==> config.mk <==
export PLATFORM = sky130hd
export DESIGN_NAME = stream_fifo_flat
export DESIGN_NICKNAME = d
export VERILOG_FILES = /design/src/rtl/stream_fifo_if.sv /design/src/rtl/stream_fifo.sv /design/src/flat_wrapper.sv
export SDC_FILE = /design/constraint.sdc
export NUM_CORES = 1
export LEC_CHECK = 0
export BUFFER_PORTS_ARGS = -buffer_cell sky130_fd_sc_hd__buf_2
export CAP_MARGIN = 20
export CORE_MARGIN = 4
export CORE_UTILIZATION = 40
export CTS_CLUSTER_DIAMETER = 40
export DETAILED_ROUTE_END_ITERATION = 8
export GPL_ROUTABILITY_DRIVEN = 1
export GPL_TIMING_DRIVEN = 0
export PLACE_DENSITY_LB_ADDON = 0.25
export SLEW_MARGIN = 25
export SYNTH_ARGS = -nofsm -noshare
export SYNTH_HDL_FRONTEND = slang
export SYNTH_SLANG_ARGS = --single-unit
==> constraint.sdc <==
create_clock -name clk -period 3.42 [get_ports clk]
set_clock_uncertainty 0.2 [all_clocks]
set_input_delay 0.684 -clock clk [delete_from_list [all_inputs] [get_ports clk]]
set_output_delay 0.684 -clock clk [all_outputs]
set_load 0.02 [all_outputs]
==> src/rtl/stream_fifo_if.sv <==
`default_nettype none
// ============================================================================
//  Module      : stream_fifo_if
//  Description : Producer/consumer handshake bundle for stream_fifo.
//                slave  = FIFO side, master = the agent driving strobes/data.
//  Revision    : 1.0  initial release
// ============================================================================
interface stream_fifo_if #(
  parameter int WIDTH      = 8,
  parameter int ADDR_WIDTH = 4
);
  logic [WIDTH-1:0]    in_data;
  logic                in_strobe;
  logic [WIDTH-1:0]    out_data;
  logic                out_strobe;
  logic                full;
  logic                empty;
  logic                almost_full;
  logic [ADDR_WIDTH:0] count;
  logic                overflow;
  logic                underflow;

  modport slave (
    input  in_data, in_strobe, out_strobe,
    output out_data, full, empty, almost_full, count, overflow, underflow
  );

  modport master (
    output in_data, in_strobe, out_strobe,
    input  out_data, full, empty, almost_full, count, overflow, underflow
  );
endinterface
`default_nettype wire

==> src/rtl/stream_fifo.sv <==
`default_nettype none
// ============================================================================
//  Module      : stream_fifo
//  Description : Multi-entry first-word fall-through FIFO with occupancy
//                count, almost-full threshold, sticky error flags and a
//                synchronous flush.
//  Revision    : 1.0  initial release
// ============================================================================
module stream_fifo #(
  parameter int WIDTH             = 8,
  parameter int ADDR_WIDTH        = 4,
  parameter int ALMOST_FULL_LEVEL = 12
) (
  input  wire logic      clk,
  input  wire logic      reset,
  input  wire logic      flush,
  stream_fifo_if.slave   bus
);

  localparam int                  DEPTH     = 1 << ADDR_WIDTH;
  localparam logic [ADDR_WIDTH:0] CNT_ONE   = 1;
  localparam logic [ADDR_WIDTH:0] CNT_FULL  = DEPTH[ADDR_WIDTH:0];
  localparam logic [ADDR_WIDTH:0] AF_LEVEL  = ALMOST_FULL_LEVEL[ADDR_WIDTH:0];
  localparam logic [ADDR_WIDTH-1:0] PTR_ONE = 1;

  logic [WIDTH-1:0]      mem [DEPTH];
  logic [ADDR_WIDTH-1:0] wr_ptr;
  logic [ADDR_WIDTH-1:0] rd_ptr;
  logic [ADDR_WIDTH:0]   cnt;
  logic [ADDR_WIDTH:0]   cnt_nxt;
  logic                  full_q;
  logic                  empty_q;
  logic                  almost_full_q;
  logic                  overflow_q;
  logic                  underflow_q;
  logic                  do_wr;
  logic                  do_rd;

  // Accept decisions use the registered flags; flush cancels both sides.
  assign do_wr = bus.in_strobe  && !full_q  && !flush;
  assign do_rd = bus.out_strobe && !empty_q && !flush;

  // Next occupancy: simultaneous accepted read and write cancel out.
  always_comb begin
    cnt_nxt = cnt;
    if (flush) begin
      cnt_nxt = '0;
    end else if (do_wr && !do_rd) begin
      cnt_nxt = cnt + CNT_ONE;
    end else if (do_rd && !do_wr) begin
      cnt_nxt = cnt - CNT_ONE;
    end
  end

  // Storage is never reset; only accepted writes touch it.
  always_ff @(posedge clk) begin
    if (do_wr) begin
      mem[wr_ptr] <= bus.in_data;
    end
  end

  // Pointers, occupancy, status flags derived from next count, sticky errors.
  always_ff @(posedge clk or posedge reset) begin
    if (reset) begin
      wr_ptr        <= '0;
      rd_ptr        <= '0;
      cnt           <= '0;
      full_q        <= 1'b0;
      empty_q       <= 1'b1;
      almost_full_q <= 1'b0;
      overflow_q    <= 1'b0;
      underflow_q   <= 1'b0;
    end else begin
      if (flush) begin
        wr_ptr      <= '0;
        rd_ptr      <= '0;
        overflow_q  <= 1'b0;
        underflow_q <= 1'b0;
      end else begin
        if (do_wr) begin
          wr_ptr <= wr_ptr + PTR_ONE;
        end
        if (do_rd) begin
          rd_ptr <= rd_ptr + PTR_ONE;
        end
        if (bus.in_strobe && full_q) begin
          overflow_q <= 1'b1;
        end
        if (bus.out_strobe && empty_q) begin
          underflow_q <= 1'b1;
        end
      end
      cnt           <= cnt_nxt;
      full_q        <= (cnt_nxt == CNT_FULL);
      empty_q       <= (cnt_nxt == '0);
      almost_full_q <= (cnt_nxt >= AF_LEVEL);
    end
  end

  // Head word falls through combinationally; forced to zero when empty.
  assign bus.out_data    = empty_q ? '0 : mem[rd_ptr];
  assign bus.full        = full_q;
  assign bus.empty       = empty_q;
  assign bus.almost_full = almost_full_q;
  assign bus.count       = cnt;
  assign bus.overflow    = overflow_q;
  assign bus.underflow   = underflow_q;

endmodule
`default_nettype wire

==> src/flat_wrapper.sv <==
// flat-port wrapper written by rule: the top's interface ports become plain ports
module stream_fifo_flat 
#(
  parameter int WIDTH             = 8,
  parameter int ADDR_WIDTH        = 4,
  parameter int ALMOST_FULL_LEVEL = 12
)
  (clk, reset, flush, bus_in_data, bus_in_strobe, bus_out_strobe, bus_out_data, bus_full, bus_empty, bus_almost_full, bus_count, bus_overflow, bus_underflow);
  stream_fifo_if #(.WIDTH(WIDTH), .ADDR_WIDTH(ADDR_WIDTH)) bus_i ();
  input  wire logic clk;
  input  wire logic reset;
  input  wire logic flush;
  input wire logic [$bits(bus_i.in_data)-1:0] bus_in_data;
  input wire logic [$bits(bus_i.in_strobe)-1:0] bus_in_strobe;
  input wire logic [$bits(bus_i.out_strobe)-1:0] bus_out_strobe;
  output wire logic [$bits(bus_i.out_data)-1:0] bus_out_data;
  output wire logic [$bits(bus_i.full)-1:0] bus_full;
  output wire logic [$bits(bus_i.empty)-1:0] bus_empty;
  output wire logic [$bits(bus_i.almost_full)-1:0] bus_almost_full;
  output wire logic [$bits(bus_i.count)-1:0] bus_count;
  output wire logic [$bits(bus_i.overflow)-1:0] bus_overflow;
  output wire logic [$bits(bus_i.underflow)-1:0] bus_underflow;
  assign bus_i.in_data = bus_in_data;
  assign bus_i.in_strobe = bus_in_strobe;
  assign bus_i.out_strobe = bus_out_strobe;
  assign bus_out_data = bus_i.out_data;
  assign bus_full = bus_i.full;
  assign bus_empty = bus_i.empty;
  assign bus_almost_full = bus_i.almost_full;
  assign bus_count = bus_i.count;
  assign bus_overflow = bus_i.overflow;
  assign bus_underflow = bus_i.underflow;
  stream_fifo #(.WIDTH(WIDTH), .ADDR_WIDTH(ADDR_WIDTH), .ALMOST_FULL_LEVEL(ALMOST_FULL_LEVEL)) u_core (.clk(clk), .reset(reset), .flush(flush), .bus(bus_i));
endmodule
==> results.cfg <==
[status]
status = complete, no violations

[floorplanning]
core_um2 = 14590
die_h_um = 130.4
initial_utilization_pct = 41.05
die_w_um = 130.4
placementRows = 44
io_pins = 31
die_area_um2 = 17000

[clock_tree]
cts_hold_buf = 0
cts_resized = 2
cts_setup_buffers = 0
clock_sinks = 146
cts_htree_levels = 4
cts_buffers = 17
clkTransAtPathRegs_ps = 60
cts_tree = done
clock-root-buffer = clkbuf_16
clock_latency_ps = 420
clock_path_buffers = 2

[power_and_ir_drop]
p_leak_nw = 2.370
power.total_mw = 4.647
peakVddDrop_uv = 373.9
p_per_area_nw_per_um2 = 665.5

[worst_setup_path]
path_cells = clkbuf_4, buf_6, mux4_2, mux2i_1, o22ai_1, buf_2
crit_cells = 6
path_buf_inv = 3
critPathMaxFanout = 10
arrival_ps = 2370
path_class = reg2out
worstPathRequired_ps = 2540
critPathCaptureType = output port
crit_path_top_delay_cell = mux4_2
r2r_cells = 4
reg2reg_slack_ps = 1040
startpoint_type = flip-flop
crit_family = multiplexers
cpPeakStageDelay_ps = 520

[synth]
synth_flop_cell = edfxtp_1
synth_edf_count = 128
synth_seq_cells = 146
seq_area_frac_synth_pct = 71.72
synth_fp_nets = 339
synth_top_area_share_pct = 64.17
syn_inst = 319
syn_avg_cell_area_um2 = 18.78
yosys_warnings = 0
ys_types = 44
yosys-top-cells-area = edfxtp_1, mux4_2, dfrtp_1
synthArstFlopShare_pct = 12.33
yosys.area.top_type = edfxtp_1
synth_area_um2 = 5989

[grt]
globalRouteTotalUtil_pct = 15.79
grt_pass1_vias = 3270
grt_max_degree = 19
grt_first_pass_wirelength_um = 19240
antenna_found_initial = 0
gr-total-overflow = 0

[sta]
max_freq_mhz = 307.0
finalSetupViolations = 0
finalSetupTns_ps = 0
slew_viol_final = 0
min_period_ps = 3257
rsz0062_at_grt = false
relSlewSlack_pct = 51.58
whs_ps = 178.0
tightest_slew_ps = 725.5
final_hold_viol_count = 0
period_share_pct = 95.23

[placed_design]
io_buffers = 30
gp_congestion = 0.7807
dp_hpwl_um = 7789

[routing]
num_vias = 3058
routed_wl_um = 12120
firstDrtPassIters = 4
drc = 0
wl_per_cell_um = 21.49
drt_iter0_markers = 249
drtAntennaViolNets = 0
vias_per_cell = 5.422

[min_path]
hp-class = in2async

[final_layout]
num_antenna_cells = 0
final_nets = 387
layout-drive-gt1-share_pct = 31.05
num-fill-cells = 1218
syn_to_final_growth_pct = 16.57
final_cell_mix = edfxtp_1, buf_2, mux4_2
mostFrequentLayoutCell = edfxtp_1

[flow_run]
maxCapViolations = 0
[logic make-up (layout without fill, tap and decap cells)]
logic type / Yosys count / count (layout) / share of synthesized area (%)
AOI/OAI and AO/OA: 22 / 22 / 2.570
DFF: 146 / 146 / 71.72
and+or+nand+nor: 64 / 64 / 6.079
adders and majority gates: 7 / 7 / 1.462
xor gates and xnor gates: 7 / 7 / 1.024
muxes: 50 / 50 / 15.21
buffers and inverters: 23 / 84 / 1.943
[per-layer routing]
metal | GRT usage (%) | up-vias | wire, um
met5 | 0 | - | 0
met4 | 5.505 | 0 | 207
met3 | 4.503 | 19 | 745
met2 | 24.92 | 98 | 5857
met1 | 21.17 | 1571 | 5309
li1 | - | 1370 | -
[synth_stat cells (2+ instances only)]
cell type and n:
xor2_1 4, nor4b_1 2, nand4_1 3, o22ai_1 8
nor2b_1 4, buf_1 6, clkbuf_1 2, mux2_4 2
mux2i_1 16, nand2b_1 3, a21oi_1 4, mux4_2 32
nand2_1 8, dfrtp_1 17, buf_2 2, or2_2 3
and2_1 17, nor2_1 13, ha_1 7, o21ai_0 2
inv_1 6, edfxtp_1 128, buf_4 5, nand3_1 3
xnor2_1 3
[where the power goes]
group	total [mW]	internal [mW]	switching [mW]
Sequential	2.05	2.00	0.0490
Clock	1.85	1.09	0.759
Combinational	0.748	0.331	0.417
Total	4.65	3.42	1.22
[worst register-to-register path, delay by kind of cell, from the launching register on]
kind	cells	cell delay, ps
DFF	1	400
and+or+nand+nor	3	1290
buffers and inverters	1	140
[metrics by stage]
stage                     setup WS (ps)  cells  area [um2]  util, %
after global placement            415.6    533        6370    43.66
after floorplan                   967.5    319        5989        -
final                             163.1    564        6982    47.86
after detailed placement          388.6    533        6370    43.66
after global routing              37.01    564        6982    47.86
after CTS                         17.12    565        6970    47.78
[final cells by class]
class	instances	area, um2	share of cell area, %
plain buffers	16	107.6	1.541
clock buffers	17	425.4	6.093
clock inverters	15	172.7	2.473
inverters	6	22.52	0.3226
multi-input cells	150	1578	22.60
flip-flops and latches	146	4295	61.52
well taps	184	230.2	3.297
repair buffers	30	150.1	2.151
[final timing paths]
path,endpoint,startpoint
worst min-delay path,u_core.bus.count[3]$_DFF_PP0_,reset
max in group asynchronous,u_core.bus.count[1]$_DFF_PP0_,reset
min in group clk,u_core.bus.underflow$_DFFE_PP0P_,u_core.bus.underflow$_DFFE_PP0P_
worst min register to register,u_core.bus.underflow$_DFFE_PP0P_,u_core.bus.underflow$_DFFE_PP0P_
worst max register to register,u_core.mem[11][1]$_DFFE_PP_,u_core.bus.full$_DFF_PP0_
worst max-delay path,bus_out_data[0],u_core.rd_ptr[0]$_DFFE_PP0P_
[registers in the layout, indices dropped and copies added, names as in the netlist]
name                    flops
u_core.wr_ptr               4
u_core.bus.almost_full      1
u_core.bus.overflow         1
u_core.rd_ptr               4
u_core.bus.empty            1
u_core.bus.count            5
u_core.bus.underflow        1
u_core.bus.full             1
u_core.mem                128
(Power assumes the default switching activity.)
